File: src/rtl/user_pkg.sv
// Shared user-domain constants and OBI payload types for the pixel store
// and the downstream edge stage.
package user_pkg;

    localparam int unsigned ObiAddrW = 32;
    localparam int unsigned ObiDataW = 32;
    localparam int unsigned ObiIdW   = 1;

    localparam logic [31:0] UserPixMemAddrOffset = 32'h2000_8000;
    localparam logic [31:0] UserPixMemAddrRange  = 32'h0000_0400;

    localparam int unsigned ImgWidthDefault  = 16;
    localparam int unsigned ImgHeightDefault = 16;

    localparam logic [9:0] PixArrayOffset = 10'h000;
    localparam logic [9:0] FetchCntOffset = 10'h100;

    typedef struct packed {
        logic [ObiAddrW-1:0] addr;
        logic                we;
        logic [3:0]          be;
        logic [ObiDataW-1:0] wdata;
        logic [ObiIdW-1:0]   aid;
    } user_obi_a_t;

    typedef struct packed {
        logic        req;
        user_obi_a_t a;
    } user_obi_req_t;

    typedef struct packed {
        logic [ObiDataW-1:0] rdata;
        logic [ObiIdW-1:0]   rid;
        logic                err;
    } user_obi_r_t;

    typedef struct packed {
        logic        gnt;
        logic        rvalid;
        user_obi_r_t r;
    } user_obi_rsp_t;

    // Little-endian byte lane extraction from a 32-bit word.
    function automatic logic [7:0] byte_sel(input logic [31:0] word, input logic [1:0] idx);
        return word[{idx, 3'b000} +: 8];
    endfunction

endpackage

File: src/rtl/user_pixel_sram.sv
// Byte-enabled single-port word array with a registered read port.
module user_pixel_sram
    import user_pkg::*;
#(
    parameter int unsigned NumWords = 64,
    parameter int unsigned AddrW    = $clog2(NumWords)
) (
    input  logic                clk_i,
    input  logic                rst_i,
    input  logic                req_i,
    input  logic                we_i,
    input  logic [AddrW-1:0]    addr_i,
    input  logic [3:0]          be_i,
    input  logic [ObiDataW-1:0] wdata_i,
    output logic [ObiDataW-1:0] rdata_o
);

    logic [ObiDataW-1:0] mem_q [NumWords];
    logic [ObiDataW-1:0] rdata_d, rdata_q;

    // Storage is deliberately left unreset so it can map onto a macro.
    always_ff @(posedge clk_i) begin
        if (req_i && we_i) begin
            for (int b = 0; b < 4; b++) begin
                if (be_i[b]) begin
                    mem_q[addr_i][8*b +: 8] <= wdata_i[8*b +: 8];
                end
            end
        end
    end

    always_comb begin
        rdata_d = rdata_q;
        if (req_i && !we_i) begin
            rdata_d = mem_q[addr_i];
        end
    end

    always_ff @(posedge clk_i or posedge rst_i) begin
        if (rst_i) begin
            rdata_q <= '0;
        end else begin
            rdata_q <= rdata_d;
        end
    end

    assign rdata_o = rdata_q;

endmodule

File: src/rtl/user_pixel_mem.sv
// Pixel store shared between a CPU OBI port and the Sobel window fetch port;
// the pixel port wins the single array port on conflict.
module user_pixel_mem
    import user_pkg::*;
#(
    parameter type         obi_req_t   = user_obi_req_t,
    parameter type         obi_rsp_t   = user_obi_rsp_t,
    parameter int unsigned ImgWidth    = ImgWidthDefault,
    parameter int unsigned ImgHeight   = ImgHeightDefault,
    parameter logic [7:0]  BorderValue = 8'h00
) (
    input  logic        clk_i,
    input  logic        rst_i,
    input  obi_req_t    obi_req_i,
    output obi_rsp_t    obi_rsp_o,
    input  logic        pix_req_i,
    input  logic [15:0] pix_addr_i,
    output logic [31:0] pix_data_o,
    output logic        pix_valid_o
);

    localparam int unsigned NumPix   = ImgWidth * ImgHeight;
    localparam int unsigned NumWords = NumPix / 4;
    localparam int unsigned WordAw   = $clog2(NumWords);
    localparam logic [9:0]  ArrEnd   = PixArrayOffset + 10'(NumPix);

    logic [9:0]          obi_off;
    logic                obi_is_arr, obi_is_cnt, obi_gnt;
    logic                pix_accept, pix_in_img;
    logic                sram_req, sram_we;
    logic [WordAw-1:0]   sram_addr;
    logic [ObiDataW-1:0] sram_rdata;
    logic [7:0]          pix_byte;
    logic                unused_addr;

    logic                pix_valid_d, pix_valid_q;
    logic                pix_border_d, pix_border_q;
    logic [1:0]          pix_bsel_d, pix_bsel_q;
    logic                rvalid_d, rvalid_q;
    logic                err_d, err_q;
    logic [ObiIdW-1:0]   rid_d, rid_q;
    logic                rd_sram_d, rd_sram_q;
    logic [ObiDataW-1:0] rdata_d, rdata_q;
    logic [31:0]         cnt_d, cnt_q;

    assign unused_addr = ^obi_req_i.a.addr[ObiAddrW-1:10];

    // Address decode, arbitration and next-state for response registers.
    always_comb begin
        obi_off      = obi_req_i.a.addr[9:0];
        obi_is_arr   = (obi_off >= PixArrayOffset) && (obi_off < ArrEnd);
        obi_is_cnt   = (obi_off == FetchCntOffset);
        pix_in_img   = (pix_addr_i < 16'(NumPix));
        pix_accept   = pix_req_i && !pix_valid_q;
        obi_gnt      = obi_req_i.req && !(obi_is_arr && pix_accept);

        sram_req     = pix_accept || (obi_gnt && obi_is_arr);
        sram_we      = !pix_accept && obi_req_i.a.we;
        sram_addr    = pix_accept ? pix_addr_i[WordAw+1:2] : obi_off[WordAw+1:2];

        pix_valid_d  = pix_accept;
        pix_border_d = !pix_in_img;
        pix_bsel_d   = pix_addr_i[1:0];

        rvalid_d     = obi_gnt;
        rid_d        = obi_req_i.a.aid;
        err_d        = obi_gnt && !obi_is_arr && !obi_is_cnt;
        rd_sram_d    = obi_gnt && obi_is_arr && !obi_req_i.a.we;
        rdata_d      = '0;
        if (obi_gnt && obi_is_cnt && !obi_req_i.a.we) begin
            rdata_d = cnt_q;
        end

        // A clear wins over a coincident valid pulse.
        cnt_d = cnt_q;
        if (obi_gnt && obi_is_cnt && obi_req_i.a.we) begin
            cnt_d = '0;
        end else if (pix_valid_q) begin
            cnt_d = cnt_q + 32'd1;
        end
    end

    always_ff @(posedge clk_i or posedge rst_i) begin
        if (rst_i) begin
            pix_valid_q  <= 1'b0;
            pix_border_q <= 1'b0;
            pix_bsel_q   <= '0;
            rvalid_q     <= 1'b0;
            err_q        <= 1'b0;
            rid_q        <= '0;
            rd_sram_q    <= 1'b0;
            rdata_q      <= '0;
            cnt_q        <= '0;
        end else begin
            pix_valid_q  <= pix_valid_d;
            pix_border_q <= pix_border_d;
            pix_bsel_q   <= pix_bsel_d;
            rvalid_q     <= rvalid_d;
            err_q        <= err_d;
            rid_q        <= rid_d;
            rd_sram_q    <= rd_sram_d;
            rdata_q      <= rdata_d;
            cnt_q        <= cnt_d;
        end
    end

    user_pixel_sram #(
        .NumWords (NumWords)
    ) u_sram (
        .clk_i   (clk_i),
        .rst_i   (rst_i),
        .req_i   (sram_req),
        .we_i    (sram_we),
        .addr_i  (sram_addr),
        .be_i    (obi_req_i.a.be),
        .wdata_i (obi_req_i.a.wdata),
        .rdata_o (sram_rdata)
    );

    // Response data is zero outside its strobe so idle outputs stay quiet.
    always_comb begin
        pix_byte    = pix_border_q ? BorderValue : byte_sel(sram_rdata, pix_bsel_q);
        pix_valid_o = pix_valid_q;
        pix_data_o  = pix_valid_q ? {24'd0, pix_byte} : 32'd0;

        obi_rsp_o         = '0;
        obi_rsp_o.gnt     = obi_gnt;
        obi_rsp_o.rvalid  = rvalid_q;
        obi_rsp_o.r.rid   = rid_q;
        obi_rsp_o.r.err   = err_q;
        obi_rsp_o.r.rdata = rd_sram_q ? sram_rdata : rdata_q;
    end

endmodule

File: config.mk
export PLATFORM = sky130hd
export DESIGN_NAME = user_pixel_mem
export DESIGN_NICKNAME = d
export VERILOG_FILES = /design/src/rtl/user_pkg.sv /design/src/rtl/user_pixel_sram.sv /design/src/rtl/user_pixel_mem.sv
export SDC_FILE = /design/constraint.sdc
export NUM_CORES = 2
export LEC_CHECK = 0
export CAP_MARGIN = 10
export CORE_MARGIN = 4
export CORE_UTILIZATION = 50
export CTS_BUF_LIST = sky130_fd_sc_hd__clkbuf_4
export DETAILED_ROUTE_END_ITERATION = 16
export GPL_TIMING_DRIVEN = 1
export HOLD_SLACK_MARGIN = 0.06
export PLACE_DENSITY = 0.66
export SLEW_MARGIN = 20
export SYNTH_ARGS = -nofsm -noshare
export SYNTH_HDL_FRONTEND = slang
export SYNTH_SLANG_ARGS = --single-unit
File: constraint.sdc
create_clock -name clk_i -period 4.1 [get_ports clk_i]
set_input_delay 0.615 -clock clk_i [delete_from_list [all_inputs] [get_ports clk_i]]
set_output_delay 0.615 -clock clk_i [all_outputs]
set_load 0.03 [all_outputs]
==> results.env <==
SYNTH_ENABLE_FLOP_CELLS=2048
ROUTE.MET3.WL_UM=42700
CLOCKROOTBUFFER='sky130_fd_sc_hd__clkbuf_4'
WORST_SLACK_AT_PLACEMENT_NS=-0.413
TIMING_WORST_SLEW_PIN_VALUE_NS=1.21
NNETSFINAL=6612
CLASS_OF_THE_WORST_HOLD_PATH='in -> reg'
SYNTH_AREA_LEADERS='sky130_fd_sc_hd__edfxtp_1 (73%), sky130_fd_sc_hd__dfrtp_1 (3.1%), sky130_fd_sc_hd__a22oi_1 (3.0%)'
NETLIST.AREA_LEADER.SHARE=0.728
DP_CELLS=8113
GRT_START_MAX_NET_PINS=68
DR_WL_MET2_UM=128000
PLACEDINSTANCEAREA_MM2=0.0935
CLKSLEWWORSTSETUPHOLDPATHS_NS=0.07
P_TOTAL_mW=45.8
AVGROUTEDWIREPERCELL_UM=31.9
DRT_PRE_ANTENNA_ITERS=8
CPLARGESTDELAYFAMILY='flip-flops'
POWER_PER_CELL_AREA_mW_PER_MM2=455
TOP_LEVEL_PINS=159
DIE_X_UM=419
PORTBUFFERS=112
CRIT_BUF_INV=1
VIA_COUNT=59400
YOSYS.AREA_SHARE.XOR_XNOR=0.00301
SYNTH_COMPOUND_AREA_FRAC=0.132
SYNTH-ADDER-AREA-SHARE=0.000148
FIRST_GLOBAL_VIAS=57600
NUMCTSBUFFERS=564
NETLIST_TOP_CELLS_COUNT='sky130_fd_sc_hd__edfxtp_1 (2048), sky130_fd_sc_hd__o21ai_0 (375), sky130_fd_sc_hd__nor2_1 (346), sky130_fd_sc_hd__a22oi_1 (339), sky130_fd_sc_hd__nand2_1 (329)'
ROUTE.ANTENNA.REMAINING_NETS=0
CTS_TREE='done'
TIMING.CRITICAL_PATH.ARRIVAL_NS=3.35
SYNTH.DISTINCT_CELLS=83
CRITPATHKIND='reg -> out'
DOMINANTREGCELLSYNTH='sky130_fd_sc_hd__edfxtp_1'
SYNTH_SIMPLE_GATE_AREA_SHARE=0.0595
POST_ROUTE_CELLS_DRIVE_ABOVE_1_SHARE=0.259
SETUP_WS_NS=0.140
POWER.LEAKAGE_nW=34.0
CTSHTREEMAXLEVEL=6
FINALHOLDVIOLCOUNT=0
SYNTH_TOP_FAMILY_BY_AREA='compound AO/OA/AOI/OAI gates'
MAXSLEWVIOLCOUNT=0
MET1_LENGTH_UM=102000
FP.DIEH_UM=419
FINAL_CELL_AREA_MM2=0.101
HPWLAFTERDP_UM=185000
SYNTH_MOST_COMMON_CELL='sky130_fd_sc_hd__edfxtp_1'
GRT_ANTENNA_BEFORE_REPAIR=31
CRITPATHLAUNCHTYPE='flop'
SYNTH.LARGEST_AREA_CELL='sky130_fd_sc_hd__edfxtp_1'
FINAL.MIN_CLOCK_PERIOD_NS=3.96
POSTROUTEWIRELENGTH_UM=290000
FINAL.FILL_COUNT=12700
MAX_SLEW_MARGIN=0.188
CLK-INSERTION-DELAY-LATE_NS=1.39
MULTI_INPUT_AREA_MM2=0.0186
IR_DROP_mV=0.309
GRT_PASS1_WL_UM=408000
FINISH.CELL_COUNT_WITHOUT_FILLERS=9102
UNREPAIRED_SETUP_ENDPOINTS_AFTER_GLOBAL_ROUTING='no'
STARTING_UTILIZATION_OF_THE_CORE_AREA=0.504
FINISH.UTILIZATION=0.601
SYN_STD_CELL_AREA_MM2=0.0845
SYNTH-WARNING-COUNT=0
DRC_ERRORS=0
GRT_OVERFLOW=0
FINAL-SETUP-VIOL-COUNT=0
GPL.FINAL_WEIGHTED_CONGESTION=0.930
TIMING.CLOCK.SKEW_NS=0.0982
VIA_PER_INST=6.53
ASYNC_RESET_FF_FRAC=0.0483
TIMING.CRITICAL_PATH.CELLS='mux4_2 > nor2b_1 > clkdlybuf4s50_1'
CRITICAL-PATH-MAX-STAGE-DELAY_NS=0.82
AREA_DELTA_SYNTH_FINAL_PCT=19.2
CLOCKBUFFERDEPTH=4
FINAL.PERIOD_UTILIZATION=0.966
WORST_PATH_MAX_DELAY_CELL='sky130_fd_sc_hd__dfrtp_1'
HIGHEST_LAYER='met5'
DIE_AREA_MM2=0.176
ROWS=150
MAX_CAP_VIOLATIONS=0
CP_MAX_FO=4
MUX_CELL_AREA_SHARE_AFTER_SYNTHESIS=0.0214
GRTUSAGETOTAL=0.325
KIND_OF_CAPTURE_POINT_OF_THE_WORST_SETUP_PATH='primary output'
SYN-INSTANCE-COUNT=5409
MAX_FREQ_MHz=253
CTS_NUM_SINKS=2152
STATUS='complete, no violations'
SYNTH-SEQ-AREA-SHARE=0.759
YOSYS_REGISTER_BITS=2152
AVGSYNTHCELLAREA_UM2=15.6
DRT-INITIAL-DRC-COUNT=9845
SEQUENTIAL_CELL_AREA_MM2=0.0641
REQUIRED_NS=3.48
DESIGN.CORE.AREA_MM2=0.168
POST_CTS_BUFFERS=0
-- placed cells by master (no fill, tap or decap), types with 34 or more instances in the layout --
cell type / netlist / routed
sky130_fd_sc_hd__buf_4: 45 / 692
sky130_fd_sc_hd__a21oi_1: 150 / 148
sky130_fd_sc_hd__edfxtp_1: 2048 / 2048
sky130_fd_sc_hd__a22oi_1: 339 / 339
sky130_fd_sc_hd__a31oi_1: 148 / 148
sky130_fd_sc_hd__dfrtp_1: 104 / 104
sky130_fd_sc_hd__and4_1: 61 / 61
sky130_fd_sc_hd__dlygate4sd3_1: 0 / 46
sky130_fd_sc_hd__o21ai_0: 375 / 375
sky130_fd_sc_hd__nand2_1: 329 / 323
sky130_fd_sc_hd__clkinv_1: 0 / 79
sky130_fd_sc_hd__a222oi_1: 64 / 64
sky130_fd_sc_hd__a41oi_1: 38 / 38
sky130_fd_sc_hd__a22o_1: 110 / 110
sky130_fd_sc_hd__buf_12: 0 / 89
sky130_fd_sc_hd__nor2_1: 346 / 335
sky130_fd_sc_hd__o22a_1: 34 / 34
sky130_fd_sc_hd__mux2i_1: 95 / 93
sky130_fd_sc_hd__clkbuf_4: 0 / 807
sky130_fd_sc_hd__nand4_1: 79 / 79
sky130_fd_sc_hd__clkdlybuf4s50_1: 0 / 78
sky130_fd_sc_hd__o21a_1: 111 / 110
sky130_fd_sc_hd__mux2_2: 60 / 60
sky130_fd_sc_hd__a221oi_1: 63 / 63
sky130_fd_sc_hd__and3_1: 54 / 54
sky130_fd_sc_hd__and2_1: 42 / 40
-- logic make-up (layout without fill, tap and decap cells) --
logic type               after synthesis  after routing
XOR/XNOR                              29             29
flip-flops                          2152           2152
AO/OA/AOI/OAI                       1580           1580
buffers and inverters                441           1885
adder cells (fa/ha/maj)                1              1
multiplexers                         163            163
other                                  1             46
AND/OR/NAND/NOR                     1042           1042
-- where the power goes --
part	internal (mW)	switching, mW	leakage (nW)	total [mW]
Sequential	24.2	0.369	19.7	24.6
Combinational	1.14	2.19	10.3	3.32
Clock	9.34	8.58	4.04	17.9
-- timing repair --
item	in CTS	in global routing
resized for setup	0	1
endpoints found under the setup margin	0	1
endpoints found under the hold margin	1769	0
hold buffers	46	0
-- metrics by stage --
step	TNS, ns	hold slack, ns
detailed placement	-1.17	0.490
floorplan	0	0.474
global placement	-1.46	0.490
CTS	0	0.148
finish	0	0.273
global route	0	0.207
-- state kept, by name (all words and copies together), names as in the netlist --
| register | count |
|---|---|
| pix_valid_o | 1 |
| cnt_q | 32 |
| rd_sram_q | 1 |
| u_sram.mem_q | 2048 |
| rid_q | 1 |
| err_q | 1 |
| pix_bsel_q | 2 |
| rvalid_q | 1 |
| rdata_q | 32 |
| pix_border_q | 1 |
| u_sram.rdata_o | 32 |
-- area by class of cell --
cell class | count | share of cell area
Clock buffer | 807 | 0.0602
Multi-Input combinational cell | 2839 | 0.185
Inverter | 33 | 0.00133
Timing Repair Buffer | 931 | 0.0830
Sequential cell | 2152 | 0.637
Tap cell | 2204 | 0.0274
Antenna cell | 22 | 0.000547
Clock inverter | 114 | 0.00597
-- worst register-to-register path: cells and delay by family, from the launching register on --
family	cells	cell delay (ns)
compound gates	3	1.16
flops	1	0.49
simple gates	4	1.21
buf+inv	4	0.87
-- layer usage --
layer,GRT usage,up-vias
li1,-,24200
met1,0.427,29200
met2,0.483,5032
met3,0.108,910
met4,0.172,14
met5,0.00778,-
-- worst paths after layout --
| path | startpoint | to | slack (ns) | cells after the start |
|---|---|---|---|---|
| worst max-delay path | u_sram.rdata_o[14]$_DFFE_PP0P_ | pix_data_o[6] | 0.14 | 3 |
| worst min-delay path | obi_req_i[1] | u_sram.mem_q[6][0]$_DFFE_PP_ | 0.27 | 2 |
| worst max register to register | pix_valid_o$_DFF_PP0_ | u_sram.rdata_o[21]$_DFFE_PP0P_ | 0.15 | 11 |
| worst min register to register | cnt_q[31]$_DFFE_PP0P_ | rdata_q[31]$_DFF_PP0_ | 0.50 | 1 |
| max in group asynchronous | rst_i | rdata_q[20]$_DFF_PP0_ | 2.76 | 4 |
| min in group asynchronous | rst_i | pix_valid_o$_DFF_PP0_ | 0.39 | 3 |
Power figures use the tool's default switching activity.
